## config.mk

```make
export PLATFORM = sky130hd
export DESIGN_NAME = debug_trace_probe
export DESIGN_NICKNAME = d
export VERILOG_FILES = /design/src/rtl/debug_trace_probe.sv
export SDC_FILE = /design/constraint.sdc
export NUM_CORES = 1
export LEC_CHECK = 0
export CAP_MARGIN = 20
export CORE_UTILIZATION = 51
export CTS_CLUSTER_SIZE = 8
export DETAILED_ROUTE_END_ITERATION = 10
export PLACE_DENSITY = 0.74
export SYNTH_ARGS = -nofsm -noshare
export SYNTH_HDL_FRONTEND = slang
export SYNTH_SLANG_ARGS = --single-unit
```

## constraint.sdc

```tcl
create_clock -name CLK1_50 -period 2.9 [get_ports CLK1_50]
set_clock_uncertainty 0.15 [all_clocks]
set_input_delay 0.58 -clock CLK1_50 [delete_from_list [all_inputs] [get_ports CLK1_50]]
set_output_delay 0.58 -clock CLK1_50 [all_outputs]
set_load 0.1 [all_outputs]
```

## src/rtl/debug_trace_probe.sv

```systemverilog
// Debug observation block: shows one of NCH channels live, or records it into a
// triggered circular trace buffer and plays it back on four 7-segment displays.
module debug_trace_probe #(
    parameter int NCH   = 6,
    parameter int W     = 16,
    parameter int DEPTH = 16,
    parameter int POST  = DEPTH / 2,
    localparam int AW   = $clog2(DEPTH),
    localparam int CW   = (NCH > 1) ? $clog2(NCH) : 1
) (
    input  logic             CLK1_50,
    input  logic             RST_N,
    input  logic [NCH*W-1:0] CH_DATA,
    input  logic [CW-1:0]    SEL,
    input  logic             STB,
    input  logic             ARM,
    input  logic             TRIG,
    input  logic             MODE,
    input  logic [AW-1:0]    RD_IDX,
    output logic [W-1:0]     DISP,
    output logic [7:0]       HEX0,
    output logic [7:0]       HEX1,
    output logic [7:0]       HEX2,
    output logic [7:0]       HEX3,
    output logic             ARMED,
    output logic             TRIGGERED,
    output logic             DONE,
    output logic [AW:0]      COUNT
);

    typedef enum logic [1:0] {
        S_IDLE  = 2'd0,
        S_ARMED = 2'd1,
        S_POST  = 2'd2,
        S_DONE  = 2'd3
    } state_t;

    state_t          state;
    state_t          state_nxt;
    logic [AW-1:0]   wptr;
    logic [AW:0]     count;
    logic [AW-1:0]   remaining;
    logic [W-1:0]    mem [DEPTH];
    logic [W-1:0]    live_val;
    logic [W-1:0]    play_val;
    logic [AW-1:0]   rd_addr;
    logic            buf_full;
    logic            wr_en;
    logic            trig_hit;
    logic [W-1:0]    disp_p1;
    logic [15:0]     disp16;

    function automatic logic [AW:0] sat_inc(input logic [AW:0] c);
        if (c == (AW+1)'(DEPTH))
            return c;
        return c + 1'b1;
    endfunction

    function automatic logic [7:0] seg7(input logic [3:0] nib);
        case (nib)
            4'h0: return 8'hC0;
            4'h1: return 8'hF9;
            4'h2: return 8'hA4;
            4'h3: return 8'hB0;
            4'h4: return 8'h99;
            4'h5: return 8'h92;
            4'h6: return 8'h82;
            4'h7: return 8'hF8;
            4'h8: return 8'h80;
            4'h9: return 8'h90;
            4'hA: return 8'h88;
            4'hB: return 8'h83;
            4'hC: return 8'hC6;
            4'hD: return 8'hA1;
            4'hE: return 8'h86;
            default: return 8'h8E;
        endcase
    endfunction

    // Channel mux; out-of-range selects read as zero.
    always_comb begin
        live_val = '0;
        for (int i = 0; i < NCH; i++) begin
            if (SEL == CW'(i))
                live_val = CH_DATA[i*W +: W];
        end
    end

    // ARM wins over a same-cycle strobe, so the strobe is dropped.
    assign wr_en    = !ARM && STB && (state == S_ARMED || state == S_POST);
    assign trig_hit = !ARM && STB && TRIG && (state == S_ARMED);

    always_ff @(posedge CLK1_50 or negedge RST_N) begin
        if (!RST_N)
            state <= S_IDLE;
        else
            state <= state_nxt;
    end

    always_comb begin
        state_nxt = state;
        if (ARM) begin
            state_nxt = S_ARMED;
        end else begin
            case (state)
                S_ARMED: if (STB && TRIG) state_nxt = (POST == 0) ? S_DONE : S_POST;
                S_POST:  if (STB && remaining == AW'(1)) state_nxt = S_DONE;
                default: state_nxt = state;
            endcase
        end
    end

    always_comb begin
        ARMED     = (state == S_ARMED);
        TRIGGERED = (state == S_POST);
        DONE      = (state == S_DONE);
    end

    always_ff @(posedge CLK1_50 or negedge RST_N) begin
        if (!RST_N) begin
            wptr      <= '0;
            count     <= '0;
            remaining <= '0;
        end else begin
            if (ARM) begin
                wptr  <= '0;
                count <= '0;
            end else if (wr_en) begin
                wptr  <= wptr + 1'b1;
                count <= sat_inc(count);
            end
            if (trig_hit)
                remaining <= AW'(POST);
            else if (wr_en && state == S_POST)
                remaining <= remaining - 1'b1;
        end
    end

    // Trace memory carries no reset; validity is tracked by count alone.
    always_ff @(posedge CLK1_50) begin
        if (wr_en)
            mem[wptr] <= live_val;
    end

    // Once the buffer has wrapped, the oldest entry sits at the write pointer.
    assign buf_full = (count == (AW+1)'(DEPTH));
    assign rd_addr  = buf_full ? (wptr + RD_IDX) : RD_IDX;
    assign play_val = ({1'b0, RD_IDX} < count) ? mem[rd_addr] : '0;

    // Stage p1: registered display value.
    always_ff @(posedge CLK1_50 or negedge RST_N) begin
        if (!RST_N)
            disp_p1 <= '0;
        else
            disp_p1 <= MODE ? play_val : live_val;
    end

    generate
        if (W >= 16) begin : g_wide
            assign disp16 = disp_p1[15:0];
        end else begin : g_narrow
            assign disp16 = {{(16-W){1'b0}}, disp_p1};
        end
    endgenerate

    assign DISP  = disp_p1;
    assign COUNT = count;
    assign HEX0  = seg7(disp16[3:0]);
    assign HEX1  = seg7(disp16[7:4]);
    assign HEX2  = seg7(disp16[11:8]);
    assign HEX3  = seg7(disp16[15:12]);

endmodule

```

==> results of run 1 <==
[final cells by class]
type | count | share of cell area
Inverter | 40 | 0.00863
Timing Repair Buffer | 243 | 0.151
Multi-Input combinational cell | 571 | 0.270
Clock buffer | 73 | 0.0660
Sequential cell | 287 | 0.479
Tap cell | 335 | 0.0237
Clock inverter | 1 | 0.000919
[per-stage QoR]
stage               instances  utilization  setup WS, ns
floorplan                 958            -        -0.178
global placement         1469        0.631        -0.182
detailed placement       1469        0.631        -0.225
CTS                      1544        0.677       0.00876
global route             1550        0.679       0.00587
finish                   1550        0.679        0.0815
[worst max-delay path, stage by stage, from the launching register on]
cell                      delay [ns]
sky130_fd_sc_hd__dfrtp_2        0.47
sky130_fd_sc_hd__inv_2          0.13
sky130_fd_sc_hd__ha_4           0.15
sky130_fd_sc_hd__nor2b_1        0.05
sky130_fd_sc_hd__or3b_2         0.50
sky130_fd_sc_hd__o21ai_4        0.09
sky130_fd_sc_hd__buf_12         0.19
[synth_stat cells, drive strengths merged, types with 3 or more instances]
cell / instances / area share
edfxtp: 256 / 0.57
mux2i: 171 / 0.13
a22oi: 64 / 0.035
nand2: 53 / 0.015
ha: 41 / 0.038
inv: 39 / 0.011
buf: 38 / 0.022
nor2: 38 / 0.011
o21ai: 37 / 0.014
dfrtp: 31 / 0.057
a21oi: 27 / 0.010
clkbuf: 22 / 0.0062
nand4: 18 / 0.0083
o221ai: 13 / 0.013
nand2b: 11 / 0.0051
nor2b: 11 / 0.0051
and3: 10 / 0.0046
and2: 8 / 0.0037
mux4: 7 / 0.012
xnor2: 7 / 0.0051
a22o: 6 / 0.0039
o211ai: 5 / 0.0028
mux2: 4 / 0.0036
nand3: 4 / 0.0015
o22ai: 4 / 0.0018
o31ai: 4 / 0.0022
xor2: 4 / 0.0026
a21o: 3 / 0.0017
[worst paths after layout]
| check | start | end | slack, ns | depth (start not counted) |
|---|---|---|---|---|
| min reg2reg | remaining[3]$_DFFE_PN0P_ | remaining[3]$_DFFE_PN0P_ | 0.39 | 2 |
| min in group CLK1_50 | remaining[3]$_DFFE_PN0P_ | remaining[3]$_DFFE_PN0P_ | 0.39 | 2 |
| min | RST_N | COUNT[2]$_DFFE_PN0P_ | 0.03 | 1 |
| max in group asynchronous | RST_N | DISP[9]$_DFF_PN0_ | 1.96 | 1 |
| max | DISP[13]$_DFF_PN0_ | HEX3[0] | 0.08 | 6 |
| max reg2reg | COUNT[1]$_DFFE_PN0P_ | DISP[9]$_DFF_PN0_ | 0.14 | 10 |
[placed cells by master, fill, tap and decap left out, types with 4 or more instances in the layout]
cell type,count
sky130_fd_sc_hd__edfxtp_1,256
sky130_fd_sc_hd__mux2i_1,169
sky130_fd_sc_hd__clkdlybuf4s50_1,106
sky130_fd_sc_hd__buf_4,88
sky130_fd_sc_hd__a22oi_1,64
sky130_fd_sc_hd__nand2_1,53
sky130_fd_sc_hd__buf_12,47
sky130_fd_sc_hd__clkbuf_16,42
sky130_fd_sc_hd__ha_1,39
sky130_fd_sc_hd__nor2_1,36
sky130_fd_sc_hd__inv_1,35
sky130_fd_sc_hd__o21ai_0,32
sky130_fd_sc_hd__clkbuf_1,31
sky130_fd_sc_hd__a21oi_1,24
sky130_fd_sc_hd__nand4_1,18
sky130_fd_sc_hd__dfrtp_2,16
sky130_fd_sc_hd__dfrtp_1,15
sky130_fd_sc_hd__nor2b_1,11
sky130_fd_sc_hd__nand2b_1,11
sky130_fd_sc_hd__o221ai_2,10
sky130_fd_sc_hd__and3_1,10
sky130_fd_sc_hd__and2_1,8
sky130_fd_sc_hd__mux4_2,7
sky130_fd_sc_hd__a22o_2,6
sky130_fd_sc_hd__xnor2_1,6
sky130_fd_sc_hd__o211ai_1,5
sky130_fd_sc_hd__nand3_1,4
sky130_fd_sc_hd__o22ai_2,4
sky130_fd_sc_hd__xor2_1,4
sky130_fd_sc_hd__conb_1,4
[repair_timing]
item	in CTS	in global routing
hold buffers	0	0
setup buffers	1	6
resized for setup	4	7
endpoints found under the setup margin	3	10
[per-layer routing]
metal / GRT usage / vias up
met1: 0.291 / 4261
li1: - / 4092
met2: 0.427 / 375
met3: 0.0472 / 64
met4: 0.0847 / 0
met5: 0 / -
[kinds of logic after synthesis]
group,after synthesis,share of synthesized area
flops,287,0.624
compound gates,169,0.0882
buf+inv,100,0.0392
fa+ha+maj,42,0.0393
other cells,1,0.000276
simple gates,163,0.0593
xor+xnor,11,0.00765
mux,182,0.143
[report_power, final]
group,internal (mW),switching [mW]
Combinational,0.951,1.66
Clock,2.69,1.63
Sequential,4.71,0.142
[sequential cells by signal (all words and copies together) (netlist names)]
signal     flops
wptr           4
remaining      4
mem          256
DISP          16
COUNT          5
state          2
==> reports/metrics.cfg, run 1 <==
[pwr]
p_leak_nw = 6.87
power_per_cell_area_mw_per_mm2 = 666
report.power.total_mw = 11.8
peak_supply_drop_uv = 391

[floorplan]
die_wd_um = 165
num_io_pins = 165
design.core.area_mm2 = 0.0261
placementRows = 59
initial_cell_density_of_the_core = 0.521
die_area_mm2 = 0.0273
fp.dieH_um = 165

[global_routing]
grt_pass1_vias = 8758
antenna_found_initial = 0
overflow_after_grt = 0
grt_start_max_net_pins = 33
grt_pass1_wl_um = 49200
grtUsageTotal = 0.241

[finish]
post-route-cell-area_mm2 = 0.0177
antenna-diode-count = 0
multiInputGateArea_mm2 = 0.00479
syn2layout_area_growth_pct = 30.4
drive_above_1_share = 0.212
area.sequential_mm2 = 0.00848
finish.net_count = 1335
n_fill_cell = 1770

[clock_network]
clk_pin_slew_worst_paths_ns = 0.05
ctsRootBufferMaster = sky130_fd_sc_hd__clkbuf_16
cts_htree_levels = 2
clkSinkCount = 287
clock_insertion_delay_worst_skew_ns = 0.51
cts_buffers = 41
cts_max_path_buffers = 3
clock_tree_from_tritoncts = done

[sta]
hold_violations = 0
layout_min_cycle_time_ns = 2.82
transition_at_the_pin_with_the_smallest_max_transition_slack_ns = 0.864
clock.fmax_ghz = 0.355
rsz0062_at_grt = no
totalNegativeSetupSlack_ns = 0
hold-worst-slack_ns = 0.0283
timing.final.max_slew_violations = 0
fin_crit_sh = 0.972
report.final.setup_viol = 0
slew-limit-headroom = 0.424

[setup_path]
crit_path_category = reg -> out
worst-path-max-fanout = 6
cp_data_arrival_time_ns = 2.09
cp_startpoint_kind = flip-flop
required_ns = 2.17
critPathCaptureType = output port

[yosys]
netlist_area_mm2 = 0.0136
synth_cell_type_count = 53
yosysWarnings = 0
ys_seq_elements = 287
synth_ff_type = sky130_fd_sc_hd__edfxtp_1
syn-mean-instance-area_um2 = 14.2
synthArstFlopShare = 0.108
synth-edff-count = 256
syn-instance-count = 955
seq_area_frac_synth = 0.624

[run]
max-cap-violations = 0

[route]
dr_wl_met2_um = 16500
highest-signal-layer = met4
drt_antenna_net_count = 0
drt_iter0_drc = 646
detailed_routing_wirelength_on_met1_um = 12900
num_vias = 8792
drt_drc_violations_left = 0
routedWlPerCell_um = 21.2
drt-vias-per-instance = 5.67
first_pass_iters = 5
drt_wl_total_um = 32900
wl_met3_um = 2730

[placed_design]
place.detailed.hpwl_um = 21900
globalplace.congestion = 0.779
numPortBuffers = 160
placed_cell_area_mm2 = 0.0164

[hold_path]
hp-class = in -> async

[run_status]
outcome = complete, no violations

(Power assumes the default switching activity.)
==> inputs of run 2 (changes only) <==
Clock period 2.9 ns to 2.3 ns, I/O delays scaled along.
==> reports/metrics.cfg, run 2 (synthesis gave the netlist of run 1 again) <==
[finish]
final_standard_cell_utilization_of_the_core = 0.779
stdcell_count = 1649
regMostFlops = mem
final_common_cell = sky130_fd_sc_hd__edfxtp_1
largest_register_ff_count = 256
antenna-diode-count = 0
drive_above_1_share = 0.379
n_fill_cell = 1362
finish.net_count = 1438
final_cell_mix = 256 x sky130_fd_sc_hd__edfxtp_1, 127 x sky130_fd_sc_hd__buf_4, 118 x sky130_fd_sc_hd__mux2i_1, 105 x sky130_fd_sc_hd__clkdlybuf4s50_1, 75 x sky130_fd_sc_hd__buf_12
syn2layout_area_growth_pct = 49.7

[setup_path]
critPathCaptureType = flip-flop
reg2reg_setup_slack_ns = -0.48
worst-path-max-fanout = 6
required_ns = 2.54
crit_path_category = reg -> reg
timing.critical_path.slowest_cell_delay_ns = 0.48
worstPathBufferInverterCount = 5
crit_path_cell_trace = inv_4 > ha_4 > and4bb_1 > buf_6 > mux2i_4 > buf_12 > buf_12 > buf_12 > mux2i_1 > a22oi_1 > nand2_1 > o211ai_1
crit_path_frequent_cell = sky130_fd_sc_hd__buf_12
timing.critical_path.max_delay_family = buffers and inverters
cp_startpoint_kind = flip-flop
cp_data_arrival_time_ns = 3.02
critPathSlowestCell = sky130_fd_sc_hd__dfrtp_4

[clock_network]
cts_buffers = 41
clkSinkCount = 287
clock_tree_from_tritoncts = done
ctsRootBufferMaster = sky130_fd_sc_hd__clkbuf_16
cts_max_path_buffers = 3
clk_pin_slew_worst_paths_ns = 0.05
clock_insertion_delay_worst_skew_ns = 0.53
cts_htree_levels = 2

[placed_design]
placed_cells = 1506
place.detailed.hpwl_um = 22500
globalplace.congestion = 0.828
numPortBuffers = 160

[floorplan]
design.core.area_mm2 = 0.0261
die_area_mm2 = 0.0273
fp.dieH_um = 165
placementRows = 59
initial_cell_density_of_the_core = 0.521
num_io_pins = 165
die_wd_um = 165

[route]
drt_drc_violations_left = 0
drt_wl_total_um = 43800
num_vias = 10100
first_pass_iters = 5
routedWlPerCell_um = 26.5
drt_antenna_net_count = 0
drt_iter0_drc = 876
drt-vias-per-instance = 6.14

[sta]
hold_violations = 0
rsz0062_at_grt = yes
fin_crit_sh = 1.21
report.final.setup_viol = 44
clock.fmax_ghz = 0.359
transition_at_the_pin_with_the_smallest_max_transition_slack_ns = 0.556
hold-worst-slack_ns = 0.377
layout_min_cycle_time_ns = 2.78
timing.final.max_slew_violations = 0
slew-limit-headroom = 0.629
fin_ws_ns = -0.482

[global_routing]
global_route.usage.met1 = 0.345
grt_use_met2 = 0.517
groute.layer.met3.usage = 0.0632
grt_pass1_wl_um = 58100
grt_pass1_vias = 9965
overflow_after_grt = 0
antenna_found_initial = 0
grt_start_max_net_pins = 33
grt_most_used_layer = met2
grtUsageTotal = 0.293

[pwr]
peak_supply_drop_uv = 654
p_leak_nw = 7.65
power_per_cell_area_mw_per_mm2 = 787

[hold_path]
hp-class = reg -> reg

[run]
max-cap-violations = 0

[run_status]
outcome = finished with violations
violations = negative setup slack

## run 2: cell types whose count changed in the layout (fill, tap and decap cells not counted), moves of 17 or more
cell | before | now
sky130_fd_sc_hd__mux2i_2 | 1 | 27
sky130_fd_sc_hd__buf_6 | 0 | 17
sky130_fd_sc_hd__ha_1 | 39 | 19
sky130_fd_sc_hd__ha_4 | 2 | 20
sky130_fd_sc_hd__mux2i_4 | 1 | 26
sky130_fd_sc_hd__buf_12 | 47 | 75
sky130_fd_sc_hd__buf_4 | 88 | 127
sky130_fd_sc_hd__mux2i_1 | 169 | 118
## run 2: cell type report
type	instances	area (µm²)	share of cell area
Clock inverter	1	16.3	0.000801
Inverter	40	203	0.00998
Sequential cell	287	8530	0.420
Clock buffer	69	1150	0.0567
Multi-Input combinational cell	571	5790	0.285
Timing Repair Buffer	346	4200	0.207
Tap cell	335	419	0.0206
## run 2: worst paths after layout
check	cells after the start	start	to
max in group asynchronous	3	RST_N	DISP[4]$_DFF_PN0_
min in group asynchronous	3	RST_N	COUNT[1]$_DFFE_PN0P_
hold reg to reg	2	remaining[3]$_DFFE_PN0P_	remaining[3]$_DFFE_PN0P_
setup reg to reg	12	COUNT[0]$_DFFE_PN0P_	DISP[14]$_DFF_PN0_
hold / removal	2	remaining[3]$_DFFE_PN0P_	remaining[3]$_DFFE_PN0P_
setup / recovery	12	COUNT[0]$_DFFE_PN0P_	DISP[14]$_DFF_PN0_
## run 2: power by group
group	total (mW)	switching, mW	internal [mW]
combinational	4.29	2.48	1.81
clock	5.54	2.16	3.37
sequential	6.15	0.203	5.95
## run 2: worst min-delay path, cell delays in order, from the launching register on
cell and delay [ns]:
sky130_fd_sc_hd__dfrtp_1 0.36, sky130_fd_sc_hd__xnor2_1 0.07, sky130_fd_sc_hd__o21ai_0 0.06
## run 2: layer usage
metal | vias to the layer above | wire length, µm
met2 | 675 | 22100
met5 | - | 0
li1 | 4324 | -
met4 | 0 | 1980
met1 | 4980 | 15300
met3 | 148 | 4330
## run 2: metrics by stage
stage               power [mW]  setup TNS (ns)  setup WS, ns  area (µm²)
floorplan                 8.48           -4.60        -0.234       14100
global placement          9.78          -94.63        -0.766       17300
detailed placement        9.85         -113.81        -0.898       17300
CTS                       15.6          -10.99        -0.367       19600
global route              16.4          -15.51        -0.560       20300
finish                    16.0          -13.15        -0.482       20300
## run 2: timing repair
action | in CTS | in global routing
resized for setup | 114 | 103
cloned | 13 | 1
setup buffers | 36 | 29
pin swaps | 54 | 57
setup endpoints to repair | 44 | 173
hold endpoints to repair | 31 | 0
hold buffers | 1 | 0
==> inputs of run 3 (changes only) <==
Settings changed: TNS_END_PERCENT set to 5.
==> reports/metrics.cfg, run 3 (synthesis gave the netlist of run 1 again) <==
[run_status]
outcome = finished with violations
violations = negative setup slack

[pwr]
power_per_cell_area_mw_per_mm2 = 797
peak_supply_drop_uv = 611
p_leak_nw = 7.49

[sta]
clock.fmax_ghz = 0.370
hold-worst-slack_ns = 0.365
rsz0062_at_grt = yes
slew-limit-headroom = 0.651
fin_ws_ns = -0.404
fin_crit_sh = 1.18
timing.final.max_slew_violations = 0
hold_violations = 0
layout_min_cycle_time_ns = 2.70
report.final.setup_viol = 44
transition_at_the_pin_with_the_smallest_max_transition_slack_ns = 0.524

[finish]
final_common_cell = sky130_fd_sc_hd__edfxtp_1
regMostFlops = mem
largest_register_ff_count = 256
syn2layout_area_growth_pct = 45.8
drive_above_1_share = 0.355
final_cell_mix = 256 x sky130_fd_sc_hd__edfxtp_1, 129 x sky130_fd_sc_hd__mux2i_1, 112 x sky130_fd_sc_hd__buf_4, 106 x sky130_fd_sc_hd__clkdlybuf4s50_1, 70 x sky130_fd_sc_hd__buf_12
antenna-diode-count = 0
finish.net_count = 1414
post-route-cell-area_mm2 = 0.0198

[route]
first_pass_iters = 4
drt-vias-per-instance = 5.97
drt_antenna_net_count = 0
num_vias = 9717
drt_iter0_drc = 779
drt_drc_violations_left = 0
drt_wl_total_um = 40400
routedWlPerCell_um = 24.8

[hold_path]
hp-class = in -> async

[global_routing]
grt_pass1_wl_um = 53200
grt_pass1_vias = 9452
grtUsageTotal = 0.265
overflow_after_grt = 0
grt_start_max_net_pins = 33
antenna_found_initial = 0

[floorplan]
design.core.area_mm2 = 0.0261
placementRows = 59
die_wd_um = 165
die_area_mm2 = 0.0273
initial_cell_density_of_the_core = 0.521
num_io_pins = 165
fp.dieH_um = 165

[setup_path]
worst-path-max-fanout = 8
crit_path_category = reg -> reg
cp_data_arrival_time_ns = 2.94
reg2reg_depth = 12
reg2reg_setup_slack_ns = -0.40
required_ns = 2.53
cp_startpoint_kind = flip-flop
critPathCaptureType = flip-flop
critical_path.reg2reg.endpoint = DISP[1]$_DFF_PN0_
rr_startpoint = COUNT[0]$_DFFE_PN0P_

[clock_network]
clkSinkCount = 287
clock_insertion_delay_worst_skew_ns = 0.53
cts_buffers = 41
cts_max_path_buffers = 3
clk_pin_slew_worst_paths_ns = 0.05
ctsRootBufferMaster = sky130_fd_sc_hd__clkbuf_16
clock_tree_from_tritoncts = done
cts_htree_levels = 2

[placed_design]
placement.setup.worst_slack_ns = -0.770
globalplace.congestion = 0.789
place.detailed.hpwl_um = 22200
numPortBuffers = 160
placed_cell_area_mm2 = 0.0173

[run]
max-cap-violations = 0

[run 3: cell type report]
type | count | area [µm²]
Multi-Input combinational cell | 571 | 5550
Clock buffer | 71 | 1140
Sequential cell | 287 | 8530
Fill cell | 1480 | 6270
Tap cell | 335 | 419
Timing Repair Buffer | 322 | 3920
Inverter | 40 | 195
Clock inverter | 3 | 37.5
[run 3: worst max-delay path by stage]
stage | from | to | slack (ns)
final | COUNT[0]$_DFFE_PN0P_ | DISP[1]$_DFF_PN0_ | -0.40
after global placement | RD_IDX[0] | DISP[4]$_DFF_PN0_ | -0.66
after global routing | COUNT[0]$_DFFE_PN0P_ | DISP[1]$_DFF_PN0_ | -0.52
after detailed placement | RD_IDX[0] | DISP[3]$_DFF_PN0_ | -0.77
after CTS | DISP[13]$_DFF_PN0_ | HEX3[3] | -0.37
after floorplan | COUNT[0]$_DFFE_PN0P_ | DISP[2]$_DFF_PN0_ | -0.23
[run 3: metrics by stage]
| stage | cells | setup TNS, ns | util | power, mW |
|---|---|---|---|---|
| 2_1_floorplan | 958 | -28.09 | - | 8.44 |
| 3_3_place_gp | 1515 | -89.19 | 0.662 | 9.77 |
| 3_5_place_dp | 1515 | -100.96 | 0.662 | 9.84 |
| 4_1_cts | 1617 | -10.69 | 0.733 | 15.5 |
| 5_1_grt | 1629 | -17.53 | 0.759 | 16.2 |
| 6_report | 1629 | -12.06 | 0.759 | 15.8 |
[run 3: worst max-delay path: stages, from the launching register on]
cell and delay, ns:
sky130_fd_sc_hd__dfrtp_4 0.48, sky130_fd_sc_hd__inv_4 0.07, sky130_fd_sc_hd__ha_4 0.12, sky130_fd_sc_hd__and4bb_1 0.20, sky130_fd_sc_hd__buf_6 0.12, sky130_fd_sc_hd__mux2i_4 0.26, sky130_fd_sc_hd__buf_12 0.17, sky130_fd_sc_hd__buf_16 0.18
sky130_fd_sc_hd__buf_12 0.16, sky130_fd_sc_hd__mux2i_2 0.25, sky130_fd_sc_hd__a22oi_1 0.14, sky130_fd_sc_hd__nand2_1 0.13, sky130_fd_sc_hd__o221ai_2 0.11
[run 3: per-layer routing]
layer | global-route usage | share of wire | vias up
met2 | 0.456 | 0.49 | 556
met3 | 0.0482 | 0.10 | 122
met1 | 0.332 | 0.37 | 4762
li1 | - | - | 4277
met4 | 0.0997 | 0.042 | 0
met5 | 0 | 0 | -
[run 3: what timing repair did]
item | CTS | global route
cloned | 4 | 9
hold endpoints to repair | 31 | 0
pin swaps | 35 | 24
resized for setup | 81 | 97
setup buffers | 23 | 5
hold buffers | 1 | 0
setup endpoints to repair | 131 | 240
[run 3: power by group]
group          internal (mW)  switching [mW]
clock                   3.35            2.20
sequential              5.95           0.197
combinational           1.69            2.39
